[src/rtl/factorial_seq.sv]
// factorial_seq: FIFO-buffered request sequencer in front of the factorial_top core.
// Define FACT_SEQ_OVF_CHECK_EN to reject operands whose factorial overflows SIZE bits.
module factorial_seq #(
   parameter int unsigned SIZE    = 8,
   parameter int unsigned DEPTH   = 4,
   parameter int unsigned TIMEOUT = 64
) (
   input  logic                     clk,
   input  logic                     rst_n,
   input  logic                     in_valid,
   output logic                     in_ready,
   input  logic [SIZE-1:0]          in_n,
   output logic                     out_valid,
   input  logic                     out_ready,
   output logic [SIZE-1:0]          out_result,
   output logic [SIZE-1:0]          out_n,
   output logic                     out_err,
   output logic                     core_go,
   output logic [SIZE-1:0]          core_n,
   input  logic                     core_done,
   input  logic [SIZE-1:0]          core_result,
   output logic                     busy,
   output logic [$clog2(DEPTH):0]   fifo_count
);

   localparam int unsigned PW   = $clog2(DEPTH);
   localparam int unsigned CNTW = PW + 1;
   localparam int unsigned CW   = $clog2(TIMEOUT);

   localparam logic [CNTW-1:0] Full    = CNTW'(DEPTH);
   localparam logic [CW-1:0]   CntLast = CW'(TIMEOUT - 1);
   localparam logic [CW-1:0]   Blank   = CW'(2);

`ifdef FACT_SEQ_OVF_CHECK_EN
   // Largest n with n! < 2^SIZE, evaluated at elaboration.
   function automatic int unsigned calc_nmax();
      logic [127:0] f;
      logic [127:0] lim;
      int unsigned  nm;
      logic         stop;
      f    = 128'd1;
      lim  = 128'd1 << SIZE;
      nm   = 0;
      stop = 1'b0;
      for (int unsigned i = 1; i < 64; i++) begin
         if (!stop) begin
            f = f * 128'(i);
            if (f < lim) nm = i;
            else         stop = 1'b1;
         end
      end
      return nm;
   endfunction

   localparam logic [SIZE-1:0] NMAX = SIZE'(calc_nmax());
`endif

   typedef enum logic [1:0] {StIdle, StLaunch, StWait, StOut} state_t;

   state_t          state_q, state_d;
   logic [SIZE-1:0] mem_q [DEPTH];
   logic [PW-1:0]   wr_ptr_q, wr_ptr_d;
   logic [PW-1:0]   rd_ptr_q, rd_ptr_d;
   logic [CNTW-1:0] count_q, count_d;
   logic [SIZE-1:0] op_q, op_d;
   logic [CW-1:0]   cnt_q, cnt_d;
   logic [SIZE-1:0] res_q, res_d;
   logic [SIZE-1:0] outn_q, outn_d;
   logic            err_q, err_d;
   logic            push, pop;
   logic [SIZE-1:0] head;

   assign in_ready   = (count_q < Full);
   assign push       = in_valid && in_ready;
   assign head       = mem_q[rd_ptr_q];
   assign out_valid  = (state_q == StOut);
   assign busy       = (state_q != StIdle);
   assign core_go    = (state_q == StLaunch);
   assign core_n     = op_q;
   assign fifo_count = count_q;
   assign out_result = res_q;
   assign out_n      = outn_q;
   assign out_err    = err_q;

   always_comb begin
      state_d = state_q;
      pop     = 1'b0;
      op_d    = op_q;
      cnt_d   = cnt_q;
      res_d   = res_q;
      outn_d  = outn_q;
      err_d   = err_q;
      unique case (state_q)
         StIdle: begin
            if (count_q != '0) begin
               pop  = 1'b1;
               op_d = head;
`ifdef FACT_SEQ_OVF_CHECK_EN
               if (head > NMAX) begin
                  state_d = StOut;
                  res_d   = '0;
                  outn_d  = head;
                  err_d   = 1'b1;
               end else begin
                  state_d = StLaunch;
               end
`else
               state_d = StLaunch;
`endif
            end
         end
         StLaunch: begin
            cnt_d   = '0;
            state_d = StWait;
         end
         StWait: begin
            // The first two WAIT cycles mask a stale done from an abandoned run.
            if (cnt_q >= Blank && core_done) begin
               res_d   = core_result;
               outn_d  = op_q;
               err_d   = 1'b0;
               state_d = StOut;
            end else if (cnt_q == CntLast) begin
               res_d   = '0;
               outn_d  = op_q;
               err_d   = 1'b1;
               state_d = StOut;
            end else begin
               cnt_d = cnt_q + 1'b1;
            end
         end
         StOut: begin
            if (out_ready) state_d = StIdle;
         end
         default: state_d = StIdle;
      endcase
   end

   always_comb begin
      wr_ptr_d = push ? wr_ptr_q + 1'b1 : wr_ptr_q;
      rd_ptr_d = pop  ? rd_ptr_q + 1'b1 : rd_ptr_q;
      count_d  = count_q;
      if (push && !pop)      count_d = count_q + 1'b1;
      else if (!push && pop) count_d = count_q - 1'b1;
   end

   always_ff @(posedge clk or negedge rst_n) begin
      if (!rst_n) begin
         state_q  <= StIdle;
         wr_ptr_q <= '0;
         rd_ptr_q <= '0;
         count_q  <= '0;
         op_q     <= '0;
         cnt_q    <= '0;
         res_q    <= '0;
         outn_q   <= '0;
         err_q    <= 1'b0;
      end else begin
         state_q  <= state_d;
         wr_ptr_q <= wr_ptr_d;
         rd_ptr_q <= rd_ptr_d;
         count_q  <= count_d;
         op_q     <= op_d;
         cnt_q    <= cnt_d;
         res_q    <= res_d;
         outn_q   <= outn_d;
         err_q    <= err_d;
      end
   end

   // Storage needs no reset; occupancy is tracked by the pointers.
   always_ff @(posedge clk) begin
      if (push) mem_q[wr_ptr_q] <= in_n;
   end

endmodule

[config.mk]
export PLATFORM = sky130hd
export DESIGN_NAME = factorial_seq
export DESIGN_NICKNAME = d
export VERILOG_FILES = /design/src/rtl/factorial_seq.sv
export SDC_FILE = /design/constraint.sdc
export NUM_CORES = 1
export LEC_CHECK = 0
export BUFFER_PORTS_ARGS = -buffer_cell sky130_fd_sc_hd__buf_2
export CAP_MARGIN = 20
export CORE_UTILIZATION = 59
export CTS_CLUSTER_DIAMETER = 100
export DETAILED_ROUTE_END_ITERATION = 7
export PLACE_DENSITY = 0.83
export REMOVE_ABC_BUFFERS = 1
export SETUP_SLACK_MARGIN = 0.15
export SYNTH_ARGS = -nofsm -noshare
export SYNTH_HDL_FRONTEND = slang
export SYNTH_SLANG_ARGS = --single-unit
[constraint.sdc]
create_clock -name clk -period 3.4 [get_ports clk]
set_input_delay 0.68 -clock clk [delete_from_list [all_inputs] [get_ports clk]]
set_output_delay 0.68 -clock clk [all_outputs]
set_load 0.01 [all_outputs]
**Word level (Yosys, flattened, before mapping)**

Memory sizes are Yosys's and may differ from the RTL's. A register that Yosys moved wholly into a read port is not among the register bits.
Index checks and enable logic that the tools add are counted.

- Flip-flop bits (word level): 32
- RAM bits: 32
- Input bits: 21
- Output and inout bits: 32
- Word-level logic and storage cells: 62
- Memories: 1

Memory list:

| memory | words | bits a word | read ports | clocked after Yosys merged registers in | wr ports | RTL line | RTL |
|---|---|---|---|---|---|---|---|
| mem_q | 4 | 8 | 1 | 1 | 1 | 61 | `logic [SIZE-1:0] mem_q [DEPTH];` |

- Add/sub/neg operators: 5
- $lt $le $gt $ge: 2
- Eq/ne operators: 9
- Multiplexer cells: 20
- Reduce and logical (&&, ||, !) cells: 17

Operator list:

| cell | number |
|---|---|
| $mux 8 | 4 |
| $mux 6 | 2 |
| $pmux 6 s2 | 1 |
| $mux 2 | 4 |
| $pmux 2 s4 | 1 |
| $reduce_bool 2->1 | 4 |
| $add 6x1->6 const B | 1 |
| $eq 6x6->1 const B | 1 |
| $ge 6x2->1 const B | 1 |
| $mux 1 | 6 |
| $mux 3 | 2 |
| $ne 2x2->1 const B | 3 |
| $reduce_and 3->1 | 2 |
| $add 2x1->2 const B | 2 |
| $eq 2x2->1 const B | 2 |
| $logic_and 1x1->1 | 4 |
| $reduce_and 2->1 | 2 |
| $add 3x1->3 const B | 1 |
| $logic_not 1->1 | 3 |
| $lt 3x3->1 const B | 1 |
| $ne 3x3->1 const B | 1 |
| $reduce_bool 3->1 | 1 |
| $sub 3x1->3 const B | 1 |
| $eq 2x1->1 const B | 1 |
| 2 further kinds | 2 |

**Logic depth before layout (Yosys ltp)**

Gate-level depths: netlist of run 1.

- Depth in word-level cells: 6
- Depth in mapped cells: 10
- Mapped depth without buffers: 9

**Worst setup path before layout of run 1**

OpenSTA, ideal clock, no wires.

- Path kind: reg2reg
- Start: register count_q[0], in the netlist fifo_count[0]
- End: register count_q[2], in the netlist fifo_count[2]
- Setup time: 0.080 ns
- Data arrival time: 2.179 ns
- Data required time: 3.320 ns
- Setup slack: 1.141 ns
- Cell stages (with the launch flop): 9
- Buffers on the path: 1
- Period minus slack after synthesis: 2.259 ns
- Path through: dfrtp_1 o31ai_1 clkbuf_1 ha_1 inv_1 fa_1 xor2_1 nor2_1 xnor2_1

- Cells in the longest elaborated chain, start to end: 6
- Elaborated cells on any way between the ends: 14
- Classes of those cells: add/sub (2); order compare (1); mux (4); reduce/logical (7)

Ends and longest elaborated chain:

| item | RTL line | RTL |
|---|---|---|
| from (decl) | 64 | `logic [CNTW-1:0] count_q, count_d;` |
| from (signal assigned) | 162 | `count_q <= count_d;` |
| parallel branches: the longest is 6 deep, another holds $lt 3x3->1 | - |  |

Several ways; the timed one is not identified. The select of a mux whose other input is x is not followed.
A chain may end at the register's enable or synchronous reset.

**Final worst setup path of run 1**

Ends and elaborated chain as after synthesis.

==> flow_metrics.py, run 1 <==
metrics = {
    "run_status": {
        "outcome": "finished clean",
    },
    "logic_synthesis": {
        "synth_area_leaders": "dfrtp_1 33%, edfxtp_1 31%, mux2_2 6.3%",
        "ys_warn_count": 0,
        "synth_area_per_cell_um2": 15.5,
        "syn_area_um2": 3060,
        "ys_types": 34,
        "yosysTopAreaCell": "dfrtp_1",
        "yosysSeqAreaShare_pct": 64.2,
        "synth_cells": 197,
        "synth.top_cell.area_share_pct": 32.7,
        "ys_ff_latch": 72,
    },
    "pwr": {
        "total_power_mw": 3.10,
        "max-vdd-ir-drop_uv": 473,
        "clockPowerShare_pct": 18.2,
        "p_leak_nw": 1.52,
        "p_sw_mw": 1.08,
        "power-per-cell-area_nw_per_um2": 881,
        "switching_share_pct": 34.8,
        "seq_power_share_pct": 45.4,
        "p_int_mw": 2.02,
        "pwr-share-comb_pct": 36.4,
    },
    "min_path": {
        "holdCritPathClass": "input port to async pin",
    },
    "routing": {
        "drt-vias-per-instance": 5.52,
        "ant_nets": 0,
        "firstDrtPassIters": 4,
        "drt_iter0_drc": 114,
        "routedWlPerCell_um": 15.6,
        "vias": 1777,
        "drc": 0,
        "wl_mm": 5.02,
    },
    "setup_path": {
        "r2r_start": "fifo_count[0]",
        "slowest_delay_ns": 0.87,
        "path_cells": "o31ai_2 -> ha_1 -> inv_1 -> fa_1 -> xor2_1 -> nor2_1 -> xnor2_1",
        "crit_fanout": 11,
        "cp_slowest_cell": "o31ai_2",
        "worstSetupEndpointType": "flip-flop",
        "critical_path_class": "flip-flop to flip-flop",
        "worstPathRequired_ns": 3.66,
        "crit_path_start": "fifo_count[0]",
        "cp_data_arrival_time_ns": 2.87,
        "worst-path-buf-inv": 1,
        "crit_path_start_kind": "flip-flop",
        "crit_family": "compound AO/OA/AOI/OAI gates",
    },
    "sta": {
        "maxSlewViolCount": 0,
        "final.min_clock_period_ns": 2.61,
        "setup_viol": 0,
        "tightest_slew_ns": 0.976,
        "period_share_pct": 76.7,
        "fin_skew_ns": 0.00801,
        "tns_ns": 0,
        "finalHoldViolCount": 0,
        "slew-limit-headroom_pct": 34.5,
        "fmax_mhz": 384,
        "whs_ns": 0.458,
        "grt_setup_unrepaired": "false",
        "worst_slack_ns": 0.794,
    },
    "global_route": {
        "grt_overflow": 0,
        "grt_pass1_wl_mm": 8.26,
        "track_usage_pct": 20.8,
        "antenna_found_initial": 0,
        "grt_pass1_vias": 1729,
        "grt_max_degree": 41,
    },
    "layout": {
        "area_growth_syn_to_layout_pct": 15.0,
        "finalNetCount": 284,
        "antenna_cells": 0,
        "regArea_um2": 1960,
        "final_cell_mix": "52 x buf_2, 40 x dfrtp_1, 32 x edfxtp_1",
        "multi_input_area_um2": 1000,
        "stdcell_count": 322,
        "post-route-util_pct": 72.5,
        "drive_above_1_share_pct": 36.1,
        "fillers": 323,
        "final_cell_area_um2": 3520,
        "layout_commonest_cell": "buf_2",
    },
    "place": {
        "place_area_um2": 3350,
        "portBuffers": 52,
        "gp_congestion": 0.814,
        "dp.cells": 306,
        "dpl_worst_slack_ns": 0.765,
        "hpwl_mm": 3.37,
    },
    "floorplanning": {
        "rows": 25,
        "core_area_um2": 4850,
        "die-area_um2": 5470,
        "initial_core_util_pct": 63.1,
        "ios": 53,
        "die_y_um": 74.0,
        "fp.dieW_um": 74.0,
    },
    "clock_network": {
        "root_buffer": "clkbuf_8",
        "cts_made_buffers": 9,
        "clockBufferDepth": 2,
        "clk_latency_ns": 0.34,
        "post_cts_resized": 0,
        "clkSinkCount": 72,
        "cts_hold_buffers": 0,
        "cts_setup_buffers": 0,
        "cts_tree": "done",
        "cts.htree.levels": 3,
        "clkTransAtPathRegs_ns": 0.07,
    },
    "run": {
        "drv_cap": 0,
    },
}
-- cell usage after synthesis --
cell and count:
o311ai_0 2, a21oi_1 3, o211ai_1 3, nand2b_1 4, fa_1 1, edfxtp_1 32
and2_1 5, and3_1 3, ha_1 12, dfrtp_1 40, or4_1 4, a41o_1 1
nand2_1 4, xnor2_1 4, inv_1 12, o21ai_0 1, a22o_1 8, clkbuf_1 6
o32a_1 1, o41ai_1 4, o31a_1 1, mux2_2 17, mux2_1 1, nor2_1 3
buf_6 2, buf_1 1, nand3_1 6, a31oi_1 1, xor2_1 2, o21ai_2 1
mux4_2 8, buf_2 1, o31ai_1 2, nor2b_1 1
-- worst paths after layout --
check	endpoint	slack, ns	cells past startpoint
hold reg to reg	out_result[5]	0.49	1
min in group clk	out_result[5]	0.49	1
max in group asynchronous	core_n[3]	2.40	1
hold / removal	cnt_q[5]	0.46	1
setup / recovery	fifo_count[2]	0.79	7
setup reg to reg	fifo_count[2]	0.79	7
-- area by class of cell --
type,instances,area share (%)
clock inverter,6,1.03
clock buffer,10,3.63
inverter,12,1.28
multi-input combinational,103,28.5
timing repair buffer,52,7.40
sequential,72,55.8
tap,67,2.38
-- routing by layer --
layer,GRT usage [%],up-vias,share of wire [%]
li1,-,843,-
met1,28.6,865,47
met2,30.8,57,46
met3,4.88,12,4.8
met4,12.2,0,2.8
met5,0,-,0
-- registers in the layout (all words and copies together) (netlist names) --
name,cells
out_result,8
wr_ptr_q,2
core_n,8
mem_q,32
rd_ptr_q,2
cnt_q,6
out_err,1
out_n,8
state_q,2
fifo_count,3
-- logic make-up after synthesis --
logic type | after synthesis | share of synthesized area [%]
flops | 72 | 64.2
simple gates | 30 | 5.48
compound gates | 28 | 7.32
mux | 26 | 12.5
buf+inv | 22 | 3.23
fa+ha+maj | 13 | 5.56
xor+xnor | 6 | 1.72
-- power groups by stage --
stage | logic (mW) | clock network [mW] | registers, mW
final | 1.13 | 0.565 | 1.41
after global routing | 1.26 | 0.613 | 1.44
after CTS | 1.14 | 0.572 | 1.41
after detailed placement | 1.12 | 0 | 1.42
after global placement | 1.10 | 0 | 1.41
after floorplan | 0.688 | 0 | 1.46
Power figures use the tool's default switching activity.
==> inputs of run 2 (changes only) <==
CORE_UTILIZATION = 50   (was 59)
PLACE_DENSITY = 0.75   (was 0.83)
clock period = 2.2 ns   (was 3.4 ns; I/O delays follow)
==> run 2 against run 1 <==
Final cell count grew 8.1%. Clock skew is essentially flat. Global-route usage shrank 2.1 points. Sequential power grew 52%. Total power grew 74%. Sequential share of layout area shrank 4.2 points. Clock-buffer cell count shrank 1. Register-to-register slack lost 0.68 ns. Routed wire length grew 10%. Via count grew 4.8%. Hold slack lost 0.41 ns. Critical endpoint is now out_n[5]. Highest routed layer unchanged.
==> flow_metrics.py, run 2 (synthesized netlist as in run 1, its figures left out) <==
metrics = {
    "run_status": {
        "outcome": "finished clean",
    },
    "pwr": {
        "max-vdd-ir-drop_uv": 824,
        "total_power_mw": 5.40,
        "power-per-cell-area_nw_per_um2": 1420,
        "p_leak_nw": 1.70,
    },
    "global_route": {
        "grt_pass1_vias": 1769,
        "grt_max_degree": 24,
        "grt_overflow": 0,
        "track_usage_pct": 18.8,
        "grt_pass1_wl_mm": 8.58,
        "antenna_found_initial": 0,
    },
    "clock_network": {
        "clkTransAtPathRegs_ns": 0.08,
        "clockBufferDepth": 2,
        "cts_tree": "done",
        "cts_hold_buffers": 0,
        "cts.htree.levels": 3,
        "cts_made_buffers": 9,
        "clkSinkCount": 72,
        "root_buffer": "clkbuf_8",
        "clk_latency_ns": 0.34,
    },
    "layout": {
        "drive_above_1_share_pct": 44.7,
        "fillers": 444,
        "stdcell_count": 348,
        "area_growth_syn_to_layout_pct": 24.5,
        "antenna_cells": 0,
        "largest_reg_flops": 32,
        "finalNetCount": 302,
        "final_cell_mix": "52 x buf_2, 39 x dfrtp_1, 32 x edfxtp_1",
        "layout_commonest_cell": "buf_2",
        "largest-register": "mem_q",
    },
    "floorplanning": {
        "fp.dieW_um": 80.2,
        "die-area_um2": 6430,
        "ios": 53,
        "core_area_um2": 5920,
        "rows": 28,
        "initial_core_util_pct": 51.6,
        "die_y_um": 80.2,
    },
    "sta": {
        "finalHoldViolCount": 0,
        "whs_ns": 0.0518,
        "period_share_pct": 94.8,
        "grt_setup_unrepaired": "true",
        "setup_viol": 0,
        "fin_skew_ns": 0.00831,
        "worst_slack_ns": 0.115,
        "fmax_mhz": 480,
        "tightest_slew_ns": 0.507,
        "maxSlewViolCount": 0,
        "slew-limit-headroom_pct": 66.2,
        "final.min_clock_period_ns": 2.08,
    },
    "place": {
        "hpwl_mm": 3.71,
        "portBuffers": 52,
        "dpl_worst_slack_ns": 0.102,
        "dp.cells": 323,
        "gp_congestion": 0.825,
    },
    "routing": {
        "ant_nets": 0,
        "drt_iter0_drc": 64,
        "drc": 0,
        "vias": 1863,
        "wl_mm": 5.54,
        "firstDrtPassIters": 4,
        "drt-vias-per-instance": 5.35,
        "routedWlPerCell_um": 15.9,
    },
    "setup_path": {
        "crit_path_start_kind": "flip-flop",
        "path_cells": "or4_4 -> o31a_1 -> o21ai_2 -> buf_6 -> mux2_2",
        "crit_family": "simple AND/OR/NAND/NOR gates",
        "worstPathRequired_ns": 2.43,
        "cp_data_arrival_time_ns": 2.32,
        "worst-path-buf-inv": 1,
        "slowest_delay_ns": 0.54,
        "critical_path_class": "flip-flop to flip-flop",
        "worstSetupEndpointType": "flip-flop",
        "cp_slowest_cell": "or4_4",
        "crit_fanout": 5,
    },
    "min_path": {
        "holdCritPathClass": "input port to async pin",
    },
    "run": {
        "drv_cap": 0,
    },
}
run 2: power breakdown:
part | switching (mW) | internal [mW] | total, mW | leakage [nW]
registers | 0.304 | 1.84 | 2.14 | 0.784
clock network | 0.506 | 0.766 | 1.27 | 0.125
logic | 0.943 | 1.04 | 1.99 | 0.788
total | 1.75 | 3.65 | 5.40 | 1.70
run 2: per-stage QoR:
stage | utilization [%] | setup TNS (ns) | instance area, um^2
after floorplan | - | -1.32 | 3000
after global placement | 57.9 | 0 | 3430
after detailed placement | 57.9 | 0 | 3430
after CTS | 63.0 | 0 | 3730
after global routing | 64.3 | 0 | 3810
final | 64.3 | 0 | 3810
run 2: final cells by class:
| type | instances | area (um^2) | share of cell area, % |
|---|---|---|---|
| tap | 75 | 93.8 | 2.46 |
| clock buffer | 9 | 124 | 3.25 |
| sequential | 72 | 1960 | 51.5 |
| inverter | 12 | 45.0 | 1.18 |
| multi-input combinational | 103 | 1050 | 27.6 |
| timing repair buffer | 70 | 407 | 10.7 |
| clock inverter | 7 | 125 | 3.29 |
run 2: layer usage:
layer  vias up  GRT usage (%)  part of all wire, %
li1        876              -                    -
met1       922           22.5                   42
met2        58           30.2                   51
met3         7           8.98                  6.5
met4         0           5.36                 0.87
met5         -              0                    0
run 2: repair_timing:
action	CTS	global route
resized for setup	3	19
pin swaps	4	4
cloned	0	1
endpoints found under the setup margin	8	21
buffers inserted	6	2
run 2: path summary, 6_finish.rpt:
kind | start | to | slack (ns) | cells after the start
min reg2reg | out_result[0] | out_result[0] | 0.50 | 1
max reg2reg | cnt_q[4] | out_n[5] | 0.12 | 5
max in group asynchronous | rst_n | out_n[4] | 1.61 | 2
max | cnt_q[4] | out_n[5] | 0.12 | 5
min in group clk | in_n[4] | mem_q[1][4] | 0.30 | 1
min | rst_n | state_q[0] | 0.05 | 1
